## src/rtl/regular_mode_code_sequencer_pkg.sv

```systemverilog
// Shared defaults, state encoding and width helper for the regular-mode code sequencer.
// Latency: n/a (declarations only).
// Backpressure: n/a.
package regular_mode_code_sequencer_pkg;

   localparam int MERR_W_DEF  = 9;
   localparam int K_W_DEF     = 4;
   localparam int QBPP_DEF    = 8;
   localparam int LIMIT_DEF   = 32;
   localparam int CHUNK_W_DEF = 16;
   localparam int LEN_W_DEF   = 5;
   localparam int QMAX_DEF    = LIMIT_DEF - QBPP_DEF - 1;

   typedef enum logic [1:0] {
      ST_IDLE  = 2'd0,
      ST_ZEROS = 2'd1,
      ST_TAIL  = 2'd2
   } seq_state_t;

   function automatic int max_int(input int a, input int b);
      return (a > b) ? a : b;
   endfunction

endpackage

```

## src/rtl/regular_mode_code_sequencer_planner.sv

```systemverilog
// Plans one Golomb codeword: unary zero count, terminating-one tail and tail length, escape flag.
// Latency: purely combinational.
// Backpressure: none; the sequencer samples the plan only when it accepts an input.
module regular_code_planner
   import regular_mode_code_sequencer_pkg::*;
#(
   parameter int MERR_W = MERR_W_DEF,
   parameter int K_W    = K_W_DEF,
   parameter int QBPP   = QBPP_DEF,
   parameter int LIMIT  = LIMIT_DEF,
   parameter int LEN_W  = LEN_W_DEF,
   parameter int ZCNT_W = $clog2(LIMIT - QBPP),
   parameter int TAIL_W = max_int(QBPP + 1, MERR_W + 1)
) (
   input  logic [MERR_W-1:0] merr,
   input  logic [K_W-1:0]    k,
   output logic [ZCNT_W-1:0] zeros,
   output logic [TAIL_W-1:0] tail,
   output logic [LEN_W-1:0]  tail_len,
   output logic              is_escape
);

   localparam int QMAX = LIMIT - QBPP - 1;

   logic [K_W-1:0]    k_eff;
   logic [MERR_W-1:0] q;
   logic [MERR_W-1:0] mask;
   logic [QBPP-1:0]   merr_m1_lo;

   // Clamp k, split MErrval into quotient/remainder and pick plain or escape form.
   always_comb begin
      k_eff = k;
      if (k > K_W'(MERR_W)) begin
         k_eff = K_W'(MERR_W);
      end
      q          = merr >> k_eff;
      // at k_eff == MERR_W the shifted one falls off and the mask becomes all ones
      mask       = (MERR_W'(1) << k_eff) - MERR_W'(1);
      merr_m1_lo = QBPP'(merr - MERR_W'(1));
      is_escape  = ({{(32-MERR_W){1'b0}}, q} >= 32'(QMAX));
      if (is_escape) begin
         zeros    = ZCNT_W'(QMAX);
         tail     = TAIL_W'({1'b1, merr_m1_lo});
         tail_len = LEN_W'(QBPP + 1);
      end else begin
         zeros    = ZCNT_W'(q);
         tail     = (TAIL_W'(1) << k_eff) | TAIL_W'(merr & mask);
         tail_len = LEN_W'(k_eff) + LEN_W'(1);
      end
   end

endmodule

```

## src/rtl/regular_mode_code_sequencer.sv

```systemverilog
// Emits one regular-mode Golomb codeword as right-aligned beats of up to CHUNK_W bits.
// Latency: first beat valid the cycle after input accept; one beat per cycle while out_ready is high.
// Backpressure: beats held stable while out_ready is low; in_ready low until the last beat handshakes.
module regular_mode_code_sequencer
   import regular_mode_code_sequencer_pkg::*;
#(
   parameter int MERR_W  = MERR_W_DEF,
   parameter int K_W     = K_W_DEF,
   parameter int QBPP    = QBPP_DEF,
   parameter int LIMIT   = LIMIT_DEF,
   parameter int CHUNK_W = CHUNK_W_DEF,
   parameter int LEN_W   = LEN_W_DEF
) (
   input  logic               clk,
   input  logic               reset,
   input  logic               in_valid,
   output logic               in_ready,
   input  logic [MERR_W-1:0]  MErrval,
   input  logic [K_W-1:0]     k,
   output logic               out_valid,
   input  logic               out_ready,
   output logic [CHUNK_W-1:0] out_bits,
   output logic [LEN_W-1:0]   out_len,
   output logic               out_last,
   output logic               is_escape,
   output logic               busy
);

   localparam int ZCNT_W = $clog2(LIMIT - QBPP);
   localparam int TAIL_W = max_int(QBPP + 1, MERR_W + 1);
   localparam int SUM_W  = max_int(ZCNT_W, LEN_W) + 1;

   logic [ZCNT_W-1:0]  p_zeros;
   logic [TAIL_W-1:0]  p_tail;
   logic [LEN_W-1:0]   p_tail_len;
   logic               p_escape;

   seq_state_t         state_q, state_d;
   logic [ZCNT_W-1:0]  zeros_q, zeros_d;
   logic [TAIL_W-1:0]  tail_q, tail_d;
   logic [LEN_W-1:0]   tail_len_q, tail_len_d;
   logic               out_valid_q, out_valid_d;
   logic [CHUNK_W-1:0] out_bits_q, out_bits_d;
   logic [LEN_W-1:0]   out_len_q, out_len_d;
   logic               out_last_q, out_last_d;
   logic               is_escape_q, is_escape_d;

   logic               ld_beat;
   logic [ZCNT_W-1:0]  nz;
   logic [TAIL_W-1:0]  nt;
   logic [LEN_W-1:0]   ntl;
   logic [SUM_W-1:0]   nsum;

   regular_code_planner #(
      .MERR_W (MERR_W),
      .K_W    (K_W),
      .QBPP   (QBPP),
      .LIMIT  (LIMIT),
      .LEN_W  (LEN_W),
      .ZCNT_W (ZCNT_W),
      .TAIL_W (TAIL_W)
   ) u_planner (
      .merr      (MErrval),
      .k         (k),
      .zeros     (p_zeros),
      .tail      (p_tail),
      .tail_len  (p_tail_len),
      .is_escape (p_escape)
   );

   // Next-state and next-beat selection; a new beat is built on accept and after each zero beat.
   always_comb begin
      state_d     = state_q;
      zeros_d     = zeros_q;
      tail_d      = tail_q;
      tail_len_d  = tail_len_q;
      out_valid_d = out_valid_q;
      out_bits_d  = out_bits_q;
      out_len_d   = out_len_q;
      out_last_d  = out_last_q;
      is_escape_d = is_escape_q;
      ld_beat     = 1'b0;
      nz          = zeros_q;
      nt          = tail_q;
      ntl         = tail_len_q;

      case (state_q)
         ST_IDLE: begin
            if (in_valid) begin
               ld_beat     = 1'b1;
               nz          = p_zeros;
               nt          = p_tail;
               ntl         = p_tail_len;
               is_escape_d = p_escape;
            end
         end
         ST_ZEROS: begin
            if (out_ready) begin
               ld_beat = 1'b1;
               // the zero beat just sent carried out_len_q zeros
               nz      = zeros_q - ZCNT_W'(out_len_q);
            end
         end
         ST_TAIL: begin
            if (out_ready) begin
               state_d     = ST_IDLE;
               out_valid_d = 1'b0;
               out_bits_d  = '0;
               out_len_d   = '0;
               out_last_d  = 1'b0;
               is_escape_d = 1'b0;
            end
         end
         default: begin
            state_d = ST_IDLE;
         end
      endcase

      nsum = SUM_W'(nz) + SUM_W'(ntl);
      if (ld_beat) begin
         zeros_d     = nz;
         tail_d      = nt;
         tail_len_d  = ntl;
         out_valid_d = 1'b1;
         if (nsum <= SUM_W'(CHUNK_W)) begin
            // remaining zeros and the tail share one final beat
            state_d    = ST_TAIL;
            out_bits_d = CHUNK_W'(nt);
            out_len_d  = LEN_W'(nsum);
            out_last_d = 1'b1;
         end else begin
            // a zero run shorter than a chunk that cannot share with the tail goes out alone,
            // so the codeword never carries more zeros than planned
            state_d    = ST_ZEROS;
            out_bits_d = '0;
            out_len_d  = (SUM_W'(nz) >= SUM_W'(CHUNK_W)) ? LEN_W'(CHUNK_W) : LEN_W'(nz);
            out_last_d = 1'b0;
         end
      end
   end

   // State, zero counter and registered beat outputs; reset aborts any codeword in flight.
   always_ff @(posedge clk) begin
      if (reset) begin
         state_q     <= ST_IDLE;
         zeros_q     <= '0;
         tail_q      <= '0;
         tail_len_q  <= '0;
         out_valid_q <= 1'b0;
         out_bits_q  <= '0;
         out_len_q   <= '0;
         out_last_q  <= 1'b0;
         is_escape_q <= 1'b0;
      end else begin
         state_q     <= state_d;
         zeros_q     <= zeros_d;
         tail_q      <= tail_d;
         tail_len_q  <= tail_len_d;
         out_valid_q <= out_valid_d;
         out_bits_q  <= out_bits_d;
         out_len_q   <= out_len_d;
         out_last_q  <= out_last_d;
         is_escape_q <= is_escape_d;
      end
   end

   assign in_ready  = (state_q == ST_IDLE);
   assign busy      = (state_q != ST_IDLE);
   assign out_valid = out_valid_q;
   assign out_bits  = out_bits_q;
   assign out_len   = out_len_q;
   assign out_last  = out_last_q;
   assign is_escape = is_escape_q;

endmodule

```

## config.mk

```make
export PLATFORM = sky130hd
export DESIGN_NAME = regular_mode_code_sequencer
export DESIGN_NICKNAME = d
export VERILOG_FILES = /design/src/rtl/regular_mode_code_sequencer_pkg.sv /design/src/rtl/regular_mode_code_sequencer_planner.sv /design/src/rtl/regular_mode_code_sequencer.sv
export SDC_FILE = /design/constraint.sdc
export NUM_CORES = 1
export LEC_CHECK = 0
export CAP_MARGIN = 20
export CORE_AREA = 2 2 83 93
export CTS_CLUSTER_SIZE = 40
export DETAILED_ROUTE_END_ITERATION = 8
export DIE_AREA = 0 0 85 95
export PLACE_DENSITY = 0.61
export SLEW_MARGIN = 40
export SYNTH_ARGS = -nofsm -noshare
export SYNTH_HDL_FRONTEND = slang
export SYNTH_SLANG_ARGS = --single-unit
```

## constraint.sdc

```tcl
create_clock -name clk -period 7.45 [get_ports clk]
set_clock_uncertainty 0.2 [all_clocks]
set_input_delay 1.1175 -clock clk [delete_from_list [all_inputs] [get_ports clk]]
set_output_delay 1.1175 -clock clk [all_outputs]
set_load 0.02 [all_outputs]
```

* Word-level counts from Yosys, hierarchy flattened
Cells that the tools add are included.
Cells by class: multiplexer cells 34, equal/unequal tests 6, reductions and logical operators 9, shift-type cells 3, bitwise logic cells 2, add/subtract/negate cells 5, divide/modulo/power cells 0, magnitude comparators 4, $mul 0
Operators with widths (number):
- $mux 5 | 11
- $mux 16 | 3
- $mux 10 | 4
- $or 10x10->10 | 1
- $pmux 5 s2 | 1
- $shl 1x4->10 const A | 1
- $and 9x9->9 | 1
- $ge 9x5->1 const B | 1
- $shl 1x4->9 const A | 1
- $shr 9x4->9 | 1
- $sub 9x2->9 const B | 1
- $mux 1 | 8
- $reduce_bool 2->1 | 4
- $sub 8x1->8 const B | 1
- $add 5x5->6 | 1
- $le 6x5->1 const B | 1
- $mux 2 | 3
- $add 4x1->5 const B | 1
- $ge 5x5->1 const B | 1
- $sub 5x5->5 | 1
- $gt 4x4->1 const B | 1
- $mux 4 | 1
- $ne 2x2->1 const B | 2
- $pmux 1 s2 | 2
- 9 further kinds | 10
Word-level totals: memories 0, RAM bits 0, word-level logic and storage cells 72, register bits after elaboration 46, bits in read-only memories 0, bits in latches 0, bits of input ports 17, output and inout bits 26

* Longest topological paths before layout
depth after elaboration 11, gate-level depth with buffers 20, gate-level depth less buffers 17

* By module
A second synthesis with hierarchy kept.
Unflattened totals: cell total of the unflattened synthesis 384, area, all modules 2959.1 µm²
By module, submodules not included:
- regular_mode_code_sequencer | cells an instance 243, sequential area each 800.8 µm², area an instance 2019.4 µm², times used 1
- regular_code_planner | cells an instance 141, sequential area each 0.0 µm², area an instance 939.7 µm², times used 1

* Worst setup path before layout
OpenSTA, ideal clock, no wires.
path type in2reg, start point input port k[1], end point register out_bits_q[0] (netlist: out_bits[0]), arrival 4796 ps, path buffers 2, data required time 7165 ps, library setup time 85 ps, stages 16, path slack 2370 ps, cell sequence buf_2 clkbuf_1 mux4_2 a21oi_2 and2_1 o21ai_0 a222oi_1 inv_1 ha_1 a21o_1 a21oi_1 xnor2_1 nand2_1 a21oi_1 nand3b_1 o31ai_2
On the way: longest elaborated chain between the ends 11, elaborated cells on any way between the ends 23, classes of those cells 3 x add/sub; 3 x order compare; 3 x shift; 12 x mux; 2 x bitwise
RTL lines:
- from (decl) | RTL line regular_mode_code_sequencer.sv:19 | input logic [K_W-1:0] k,
- $gt 4x4->1 | RTL line regular_mode_code_sequencer_planner.sv:33 | if (k > K_W'(MERR_W)) begin
- $mux 4 * | RTL line regular_mode_code_sequencer_planner.sv:33
- $shr 9x4->9 * | RTL line regular_mode_code_sequencer_planner.sv:36 | q = merr >> k_eff;
- $ge 9x5->1 | RTL line regular_mode_code_sequencer_planner.sv:40 | is_escape = ({{(32-MERR_W){1'b0}}, q} >= 32'(QMAX));
- $mux 5 * | RTL line regular_mode_code_sequencer_planner.sv:41 | if (is_escape) begin
- $mux 5 * | RTL line regular_mode_code_sequencer.sv:89 | if (in_valid) begin
- $pmux 5 s2 * | RTL line regular_mode_code_sequencer.sv:87 | case (state_q)
- net nz[1] | RTL line regular_mode_code_sequencer.sv:49 | logic [ZCNT_W-1:0] nz;
- $add 5x5->6 * | RTL line regular_mode_code_sequencer.sv:119 | nsum = SUM_W'(nz) + SUM_W'(ntl);
- $le 6x5->1 * | RTL line regular_mode_code_sequencer.sv:125 | if (nsum <= SUM_W'(CHUNK_W)) begin
- $mux 10 * | RTL line regular_mode_code_sequencer.sv:125
- $mux 16 * | RTL line regular_mode_code_sequencer.sv:120 | if (ld_beat) begin
- to (signal assigned) | RTL line regular_mode_code_sequencer.sv:160 | out_bits_q <= out_bits_d;
- to (decl) | RTL line regular_mode_code_sequencer.sv:43 | logic [CHUNK_W-1:0] out_bits_q, out_bits_d;
The timed path passes the listed nets; every way through them passes the cells marked *. A chain may end at the register's enable or synchronous reset.

* Final worst setup path
start point input port k[1], end point register out_len_q[1] (netlist: out_len[1])
On the way: longest elaborated chain between the ends 11, elaborated cells on any way between the ends 17, classes of those cells 2 x add/sub; 4 x order compare; 1 x shift; 10 x mux
RTL lines:
- $gt 4x4->1 | RTL line regular_mode_code_sequencer_planner.sv:33
- $mux 4 * | RTL line regular_mode_code_sequencer_planner.sv:33
- $shr 9x4->9 | RTL line regular_mode_code_sequencer_planner.sv:36
- $ge 9x5->1 | RTL line regular_mode_code_sequencer_planner.sv:40
- $mux 5 * | RTL line regular_mode_code_sequencer_planner.sv:41
- $mux 5 * | RTL line regular_mode_code_sequencer.sv:89
- $mux 5 * | RTL line regular_mode_code_sequencer.sv:87
- net ntl[0] | RTL line regular_mode_code_sequencer.sv:51 | logic [LEN_W-1:0] ntl;
- $add 5x5->6 * | RTL line regular_mode_code_sequencer.sv:119
- $le 6x5->1 | RTL line regular_mode_code_sequencer.sv:125
- $mux 5 * | RTL line regular_mode_code_sequencer.sv:125
- $mux 5 * | RTL line regular_mode_code_sequencer.sv:120
- to (signal assigned) | RTL line regular_mode_code_sequencer.sv:161 | out_len_q <= out_len_d;
- to (decl) | RTL line regular_mode_code_sequencer.sv:44 | logic [LEN_W-1:0] out_len_q, out_len_d;
Marked as above.

==> reports/qor.csv <==
stage;metric;value;unit
run_status;status;complete, no violations;
sta;hold_viol;0;
synthesis;synth-seq-cells;40;
sta;rsz0062_at_grt;no;
synthesis;syn_avg_cell_area;7.92;um^2
detailed_routing;drt_wl_total;7.82;mm
die;ios;43;
power_and_ir_drop;p_sw_share;37.4;%
critical_path;cp_max_fo;21;
sta;fmax;155;MHz
detailed_routing;vias_per_cell;5.78;
sta;finalCritPeriodShare;86.8;%
clocking;htree_levels;2;
synthesis;synth-edff-count;0;
clocking;cts-resized-gates;0;
clocking;cts_root_buffer;clkbuf_8;
power_and_ir_drop;p_seq_share;34.6;%
clocking;insertion_delay;290;ps
sta;finalSetupViolCount;0;
synthesis;ys_seq_area_share;26.9;%
die;die_w;85;um
synthesis;async_flop_share;0;%
die;die_area;8080;um^2
synthesis;synth_area;2980;um^2
detailed_routing;first_pass_iters;4;
clocking;clockBufferDepth;2;
finish;diodes;0;
grt;grt_pass1_vias;2689;
power_and_ir_drop;p_sw;0.285;mW
die;fp.dieH;95;um
placement;place.detailed.hpwl;5.83;mm
critical_path;arrival;6450;ps
critical_path;timing.critical_path.cells;clkdlybuf4s50_1 > o21ai_0 > a21o_1 > a21boi_1 > or4_4 > a21oi_2 > o21ai_0 > nand2_1 > ha_1 > inv_1 > fa_1 > inv_1 > a21o_1 > a21oi_1 > xnor2_1 > a21oi_1 > a221o_1 > o32ai_1;
grt;grt_antenna_before_repair;0;
power_and_ir_drop;p_per_area;221;nW/um^2
critical_path;crit_type;in2reg;
power_and_ir_drop;p_int;0.476;mW
detailed_routing;final_antenna_net_count;0;
sta;tightest_slew;760;ps
synthesis;yosys.area.top_type_share;26.9;%
clocking;clk_pin_slew_worst_paths;80;ps
finish;final_nets;430;
sta;max_slew_margin;48.9;%
clocking;ctsHoldBuffers;0;
critical_path;crit_family;compound AO/OA/AOI/OAI gates;
finish;final_util;47.8;%
critical_path;cpPeakStageDelay;770;ps
critical_path;end_kind;register;
placement;place_area;3340;um^2
power_and_ir_drop;p_leak;1.39;nW
critical_path;crit_slowest_cell;clkdlybuf4s50_1;
critical_path;cp-startpoint;k[1];
synthesis;synth_ff_type;dfxtp_1;
detailed_routing;drt_iter0_markers;116;
critical_path;r2r-start;state_q[0];
power_and_ir_drop;peakVddDrop;178;uV
sta;fin_setup_tns;0;ps
power_and_ir_drop;p_clk_share;23.1;%
placement;routabilityCongestion;0.915;
finish;drive_above_1_share;6.77;%
detailed_routing;drt_drc_violations_left;0;
clocking;cts_made_buffers;5;
clocking;post-cts-setup-buffer-count;0;
placement;dp.cells;478;
power_and_ir_drop;pwr-share-comb;42.3;%
finish;area_growth;15.9;%
synthesis;ys_warn_count;0;
critical_path;worst_ep_required_time;7440;ps
die;start_util;41.2;%
synthesis;synth_largest_area_cell;dfxtp_1;
finish;fin_area;3450;um^2
grt;grt_pass1_wl;13.0;mm
grt;track_usage;19.8;%
die;num_rows;33;
hold_path;min_from;out_last;
die;fp.coreArea;7230;um^2
finish;final-instance-count-excl-fill;486;
sta;post-route-min-period;6470;ps
clocking;cts_tree;done;
clocking;cts.sinks;40;
critical_path;critPathLaunchType;input pin;
synthesis;synth_area_leaders;dfxtp_1 27%, ha_1 5.5%, nor2_1 4.4%;
flow_run;cap_violations;0;
grt;grt_max_degree;34;
placement;port_buffers;36;
hold_path;hp-class;reg2reg;
synthesis;syn_inst;376;
detailed_routing;route.vias.total;2810;
synthesis;ys_types;66;
sta;maxSlewViolCount;0;
grt;overflow;0;
critical_path;crit_buf_inv;3;
detailed_routing;wire_per_inst;16.1;um
-- tightest hold or removal path, stage by stage (launching register included) --
cell,delay (ps)
dfxtp_1,310
nand2_1,50
nand2_1,40
-- routing by layer --
metal	track usage [%]	share of wire [%]
met5	0	0
met4	5.03	1.5
met3	3.15	3.4
met2	35.2	50
met1	24.8	45
-- placed cells by master, fill, tap and decap left out, drive strengths merged, types with 6 or more instances in the layout --
cell | netlist | final
nor3 | 12 | 12
o31ai | 9 | 9
a32oi | 6 | 6
clkdlybuf4s50 | 0 | 36
nand3b | 6 | 6
a21o | 7 | 7
conb | 1 | 6
ha | 13 | 13
nor2b | 11 | 11
and2 | 6 | 6
a21oi | 19 | 19
nor2 | 35 | 35
o21ai | 19 | 19
dfxtp | 40 | 40
mux2i | 9 | 9
inv | 30 | 30
nand2 | 29 | 29
-- logic make-up after synthesis --
group | synth area share [%]
AO/OA/AOI/OAI | 27.2
AND/OR/NAND/NOR | 21.6
other | 0.126
multiplexers | 6.05
adder cells (fa/ha/maj) | 6.81
XOR/XNOR | 2.65
buffers and inverters | 8.70
flip-flops | 26.9
-- power groups by stage --
| stage | Sequential, mW | Combinational (mW) | Clock, mW |
|---|---|---|---|
| 2_1_floorplan | 0.282 | 0.210 | 0 |
| 3_3_place_gp | 0.268 | 0.316 | 0 |
| 3_5_place_dp | 0.269 | 0.319 | 0 |
| 4_1_cts | 0.264 | 0.322 | 0.181 |
| 5_1_grt | 0.267 | 0.357 | 0.190 |
| 6_report | 0.263 | 0.322 | 0.176 |
-- cell usage after synthesis, drive strengths merged, types with 3 or more instances --
cell    count
o31ai       9
a22oi       3
nor3b       3
nor2       35
inv        30
a32oi       6
dfxtp      40
o211ai      5
a211oi      4
o21ai      19
mux4        3
a22o        3
nand2      29
ha         13
buf        11
nand3b      6
a222oi      3
a21oi      19
clkbuf     17
and2        6
o22ai       5
mux2i       9
o21bai      3
nand2b      5
nor2b      11
a31oi       5
nor4        3
o21a        4
a21o        7
and3        3
nor3       12
nand3       4
xnor2       5
xor2        4
-- registers in the layout, summed over array words and instances (netlist names) --
register,count
tail_q,10
out_last,1
is_escape,1
out_len,5
state_q,2
out_bits,10
zeros_q,5
tail_len_q,5
out_valid,1
-- worst paths after layout --
path | to | slack [ps] | depth (start not counted)
worst max-delay path | out_len[1] | 980 | 18
worst min-delay path | out_last | 240 | 2
worst max register to register | out_bits[3] | 3160 | 14
worst min register to register | out_last | 240 | 2
-- final cells by class --
class | instances | area, um^2
Multi-Input combinational cell | 283 | 1940
Tap cell | 87 | 109
Sequential cell | 40 | 801
Fill cell | 728 | 3770
Inverter | 30 | 113
Timing Repair Buffer | 38 | 375
Clock inverter | 3 | 42.5
Clock buffer | 5 | 68.8
-- metrics by stage --
| stage | power (mW) | setup WS (ps) | hold WS [ps] |
|---|---|---|---|
| after floorplan | 0.491 | 2370 | 232 |
| after global placement | 0.584 | 802 | 231 |
| after detailed placement | 0.588 | 701 | 233 |
| after CTS | 0.767 | 1000 | 246 |
| after global routing | 0.814 | 530 | 276 |
| final | 0.761 | 984 | 242 |
(Power assumes the default switching activity.)
